`src/rtl/puf_response_collector.sv`:
```
// PUF response collector: synchronises two ring oscillators, counts their edges
// inside the measurement window and turns each count comparison into one key bit.
module puf_response_collector #(
    parameter int CNT_W    = 16,
    parameter int KEY_BITS = 64,
    parameter int SEL_W    = $clog2(KEY_BITS),
    parameter int BC_W     = $clog2(KEY_BITS + 1)
) (
    input  logic                clk,
    input  logic                rst,
    input  logic                ro_a,
    input  logic                ro_b,
    input  logic                start_count,
    input  logic                done,
    input  logic                restart,
    output logic [SEL_W-1:0]    challenge,
    output logic [KEY_BITS-1:0] key,
    output logic [BC_W-1:0]     bit_count,
    output logic                key_valid,
    output logic                tie_seen
);

    localparam logic [CNT_W-1:0] CNT_MAX = '1;
    localparam logic [CNT_W-1:0] CNT_ONE = {{(CNT_W-1){1'b0}}, 1'b1};
    localparam logic [BC_W-1:0]  BC_ONE  = {{(BC_W-1){1'b0}}, 1'b1};
    localparam logic [SEL_W-1:0] SEL_ONE = {{(SEL_W-1){1'b0}}, 1'b1};
    localparam logic [BC_W-1:0]  KEY_MAX = BC_W'(KEY_BITS);

    logic [2:0]       sync_a;
    logic [2:0]       sync_b;
    logic             edge_a;
    logic             edge_b;
    logic [CNT_W-1:0] cnt_a;
    logic [CNT_W-1:0] cnt_b;
    logic             capture;
    logic             resp_bit;
    logic             tie;
    logic [BC_W-1:0]  bit_count_nxt;

    // Bit 0/1 are the metastability stages, bit 2 is history for edge detect.
    always_ff @(posedge clk or posedge rst) begin
        if (rst) begin
            sync_a <= '0;
            sync_b <= '0;
        end else begin
            sync_a <= {sync_a[1:0], ro_a};
            sync_b <= {sync_b[1:0], ro_b};
        end
    end

    assign edge_a = sync_a[1] & ~sync_a[2];
    assign edge_b = sync_b[1] & ~sync_b[2];

    assign capture       = done & ~restart;
    assign resp_bit      = cnt_a > cnt_b;
    assign tie           = cnt_a == cnt_b;
    assign bit_count_nxt = bit_count + BC_ONE;

    // A capture or restart clears the counters ahead of any same-cycle edge.
    always_ff @(posedge clk or posedge rst) begin
        if (rst) begin
            cnt_a <= '0;
            cnt_b <= '0;
        end else if (restart || done) begin
            cnt_a <= '0;
            cnt_b <= '0;
        end else if (start_count) begin
            if (edge_a && cnt_a != CNT_MAX) begin
                cnt_a <= cnt_a + CNT_ONE;
            end
            if (edge_b && cnt_b != CNT_MAX) begin
                cnt_b <= cnt_b + CNT_ONE;
            end
        end
    end

    always_ff @(posedge clk or posedge rst) begin
        if (rst) begin
            key       <= '0;
            bit_count <= '0;
            challenge <= '0;
            key_valid <= 1'b0;
            tie_seen  <= 1'b0;
        end else if (restart) begin
            key       <= '0;
            bit_count <= '0;
            challenge <= '0;
            key_valid <= 1'b0;
            tie_seen  <= 1'b0;
        end else if (capture && !key_valid) begin
            key       <= {key[KEY_BITS-2:0], resp_bit};
            bit_count <= bit_count_nxt;
            challenge <= challenge + SEL_ONE;
            if (tie) begin
                tie_seen <= 1'b1;
            end
            if (bit_count_nxt == KEY_MAX) begin
                key_valid <= 1'b1;
            end
        end
    end

endmodule

```
`config.mk`:
```
export PLATFORM = sky130hd
export DESIGN_NAME = puf_response_collector
export DESIGN_NICKNAME = d
export VERILOG_FILES = /design/src/rtl/puf_response_collector.sv
export SDC_FILE = /design/constraint.sdc
export NUM_CORES = 1
export LEC_CHECK = 0
export CAP_MARGIN = 20
export CELL_PAD_IN_SITES_DETAIL_PLACEMENT = 0
export CELL_PAD_IN_SITES_GLOBAL_PLACEMENT = 1
export CORE_MARGIN = 3
export CORE_UTILIZATION = 51
export CTS_CLUSTER_DIAMETER = 100
export DETAILED_ROUTE_END_ITERATION = 8
export DONT_BUFFER_PORTS = 1
export PLACE_DENSITY_LB_ADDON = 0.1
export SYNTH_ARGS = -nofsm -noshare
export SYNTH_HDL_FRONTEND = slang
export SYNTH_SLANG_ARGS = --single-unit
```
`constraint.sdc`:
```
create_clock -name clk -period 6.3 [get_ports clk]
set_input_delay 0.945 -clock clk [delete_from_list [all_inputs] [get_ports clk]]
set_output_delay 0.945 -clock clk [all_outputs]
set_load 0.01 [all_outputs]
```
==> flow_summary.yaml <==
placed_design:
  port_buffers: 0
  gp_congestion: 0.7752
  dpl.cell_count: 692
  place_ws_ns: 3.768
  place_hpwl_um: 7454
sta:
  period_share: 0.3532
  setup_viol: 0
  drv_slew: 0
  setup-tns-final_ns: 0
  worst_slew_pin_slew_ns: 0.7656
  final_hold_viol_count: 0
  max_slew_margin: 0.4896
  postLayoutSetupSlackWorst_ns: 4.075
  rsz0062_at_grt: "false"
  fmax_mhz: 449.4
  finClkSkew_ns: 0.005237
  worst_hold_slack_ns: 0.3455
  fin_crit_ns: 2.225
die:
  io_pins: 86
  die_width_um: 109.6
  num_rows: 37
  start_util: 0.5280
  core_area_sq_um: 10370
  die_h_um: 109.6
  die-area_sq_um: 12020
synth:
  ys_types: 47
  synth_warnings: 0
  syn_inst: 583
  async_reset_ff_frac: 1.000
  yosysTopAreaCell: "dfrtp_1"
  syn_area_sq_um: 5475
  ys.flop_type: "dfrtp_1"
  synth-seq-area-share: 0.5347
  synth-seq-cells: 117
  syn_nets: 610
  syn_avg_cell_area_sq_um: 9.392
  ys_top_cells_by_area: "dfrtp_1 53%, nand2_1 9.9%, a21oi_1 6.9%"
  synth_top_area_share: 0.5347
  synth_edf_count: 0
power_and_ir_drop:
  switching_share: 0.2201
  power_density_nw_per_um2: 266.5
  p_int_mw: 1.258
  power_switching_mw: 0.3550
  clkPwrFrac: 0.497
  totalPowerFinal_mw: 1.613
  p_leak_nw: 2.550
  p_seq_frac: 0.475
  p_comb_frac: 0.028
  ir_drop_v: 0.0001931
grt:
  grt_usage: 0.2061
  grt-ovfl-total: 0
  grt_pass1_vias: 3850
  grt_pass1_wl_um: 19070
  grt_antenna_before_repair: 0
  grt_max_degree: 82
routing:
  totalWireLength_um: 11650
  vias_per_cell: 5.551
  num_vias: 3997
  drt-initial-drc-count: 186
  detail-route-antenna-nets: 0
  wl_per_cell_um: 16.18
  drc: 0
  drt_pass1_iterations: 4
critical_path:
  cp_top_family: "simple AND/OR/NAND/NOR gates"
  cpMostUsedCell: "nor2_1"
  crit_arrival_ns: 2.63
  end_kind: "flip-flop"
  worstPathCellList: "nand2b_2 > buf_4 > nor2_1 > nand3_1 > xor2_1 > nor2_1"
  required_ns: 6.71
  crit_path_top_delay_cell: "nand2b_2"
  critPathMaxFanout: 38
  slowest_delay_ns: 0.68
  crit_type: "reg -> reg"
  critPathLaunchType: "flip-flop"
  crit_buf_inv: 1
clock_network:
  cts_tree: "yes"
  htreeDepth: 4
  cts.clk_slew.worst_paths_ns: 0.05
  ctsLongestPathBuffers: 2
  cts.sinks: 117
  hold_buffers: 0
  cts_buffers: 17
  clk_latency_ns: 0.51
  cts-root-buf: "clkbuf_8"
  ctsResizeCount: 0
  cts_setup_buffers: 0
run_status:
  outcome: "finished, final reports clean"
final_layout:
  num-fill-cells: 951
  fin_nets: 602
  drive_gt1_frac: 0.07192
  antennaDiodeCount: 0
  synthToLayoutAreaGrowth_pct: 10.49
  final_cells: 720
job:
  max_cap_viol_count: 0
worst_hold_path:
  hold_path.class: "reg -> reg"
area by class of cell:
type | count | area (sq um) | share of cell area
inverter | 18 | 70.07 | 0.01158
sequential | 117 | 2928 | 0.4840
multi-input combinational | 418 | 2372 | 0.3921
timing repair buffer | 3 | 22.52 | 0.003723
clock inverter | 5 | 30.03 | 0.004964
tap | 136 | 170.2 | 0.02813
clock buffer | 23 | 456.7 | 0.07549
power groups by stage:
stage | sequential (mW) | combinational, mW | clock, mW
floorplan | 0.776 | 0.0431 | 0
global placement | 0.778 | 0.0459 | 0
detailed placement | 0.778 | 0.0474 | 0
CTS | 0.766 | 0.0476 | 0.823
global route | 0.766 | 0.0528 | 0.854
finish | 0.765 | 0.0456 | 0.801
stage by stage:
stage          area, sq um  utilization
2_1_floorplan         5475            -
3_3_place_gp          5563       0.5364
3_5_place_dp          5563       0.5364
4_1_cts               6050       0.5834
5_1_grt               6050       0.5834
6_report              6050       0.5834
sequential cells by signal (all words and copies together), names as in the netlist:
signal     cells
key           64
cnt_a         16
cnt_b         16
bit_count      7
challenge      6
sync_a         3
sync_b         3
key_valid      1
tie_seen       1
cells in the mapped netlist, types with 13 or more instances:
library cell	n
nand2_1	145
nor2_1	46
clkbuf_1	24
inv_1	18
a21oi_1	75
nand3_1	13
nand4_1	13
xor2_1	19
ha_1	20
dfrtp_1	117
xnor2_1	15
routing by layer:
metal	part of all wire	track usage	wire [um]
met1	0.45	0.2589	5225
met2	0.47	0.3200	5529
met3	0.065	0.08514	754
met4	0.012	0.07658	144
met5	0	0	0
logic make-up (layout without fill, tap and decap cells):
| family | after synthesis | count (layout) | share of synthesized area |
|---|---|---|---|
| muxes | 4 | 4 | 0.007541 |
| and+or+nand+nor | 257 | 257 | 0.2164 |
| xor gates and xnor gates | 34 | 34 | 0.05439 |
| AOI/OAI and AO/OA | 103 | 103 | 0.1074 |
| buffers and inverters | 48 | 49 | 0.03382 |
| adders and majority gates | 20 | 20 | 0.04570 |
| DFF | 117 | 117 | 0.5347 |
path summary, 6_finish.rpt:
check | slack, ns | depth (start not counted) | start | endpoint
setup / recovery | 4.07 | 6 | key_valid$_DFFE_PP0P_ | bit_count[5]$_DFFE_PP0P_
hold / removal | 0.35 | 0 | sync_a[0]$_DFF_PP0_ | sync_a[1]$_DFF_PP0_
setup reg to reg | 4.07 | 6 | key_valid$_DFFE_PP0P_ | bit_count[5]$_DFFE_PP0P_
hold reg to reg | 0.35 | 0 | sync_a[0]$_DFF_PP0_ | sync_a[1]$_DFF_PP0_
max in group asynchronous | 4.62 | 2 | rst | key[16]$_DFFE_PP0P_
min in group asynchronous | 0.44 | 1 | rst | key[46]$_DFFE_PP0P_
cells in the final DEF, fill, tap and decap left out, types with 2 or more instances in the layout:
| cell | synthesis | routed |
|---|---|---|
| nand3b_1 | 2 | 2 |
| dfrtp_1 | 117 | 117 |
| clkbuf_8 | 0 | 3 |
| nand4_1 | 13 | 13 |
| nor2_1 | 46 | 46 |
| a211oi_1 | 5 | 5 |
| clkinv_2 | 0 | 3 |
| nor4_2 | 2 | 2 |
| and3_1 | 7 | 7 |
| nand2_1 | 145 | 145 |
| o21ai_0 | 4 | 4 |
| and4_1 | 4 | 4 |
| inv_1 | 18 | 17 |
| buf_4 | 0 | 3 |
| xnor2_1 | 15 | 15 |
| or3_1 | 2 | 2 |
| nor3_1 | 7 | 7 |
| a21oi_1 | 75 | 75 |
| o21a_1 | 2 | 2 |
| a31oi_1 | 2 | 2 |
| mux2i_1 | 3 | 3 |
| nand3_1 | 13 | 13 |
| clkbuf_16 | 0 | 16 |
| ha_1 | 20 | 20 |
| nor4_1 | 3 | 3 |
| o211ai_1 | 6 | 6 |
| clkbuf_1 | 24 | 4 |
| clkinvlp_4 | 0 | 2 |
| xor2_1 | 19 | 19 |
No activity file was read; power rests on OpenSTA's default activity.
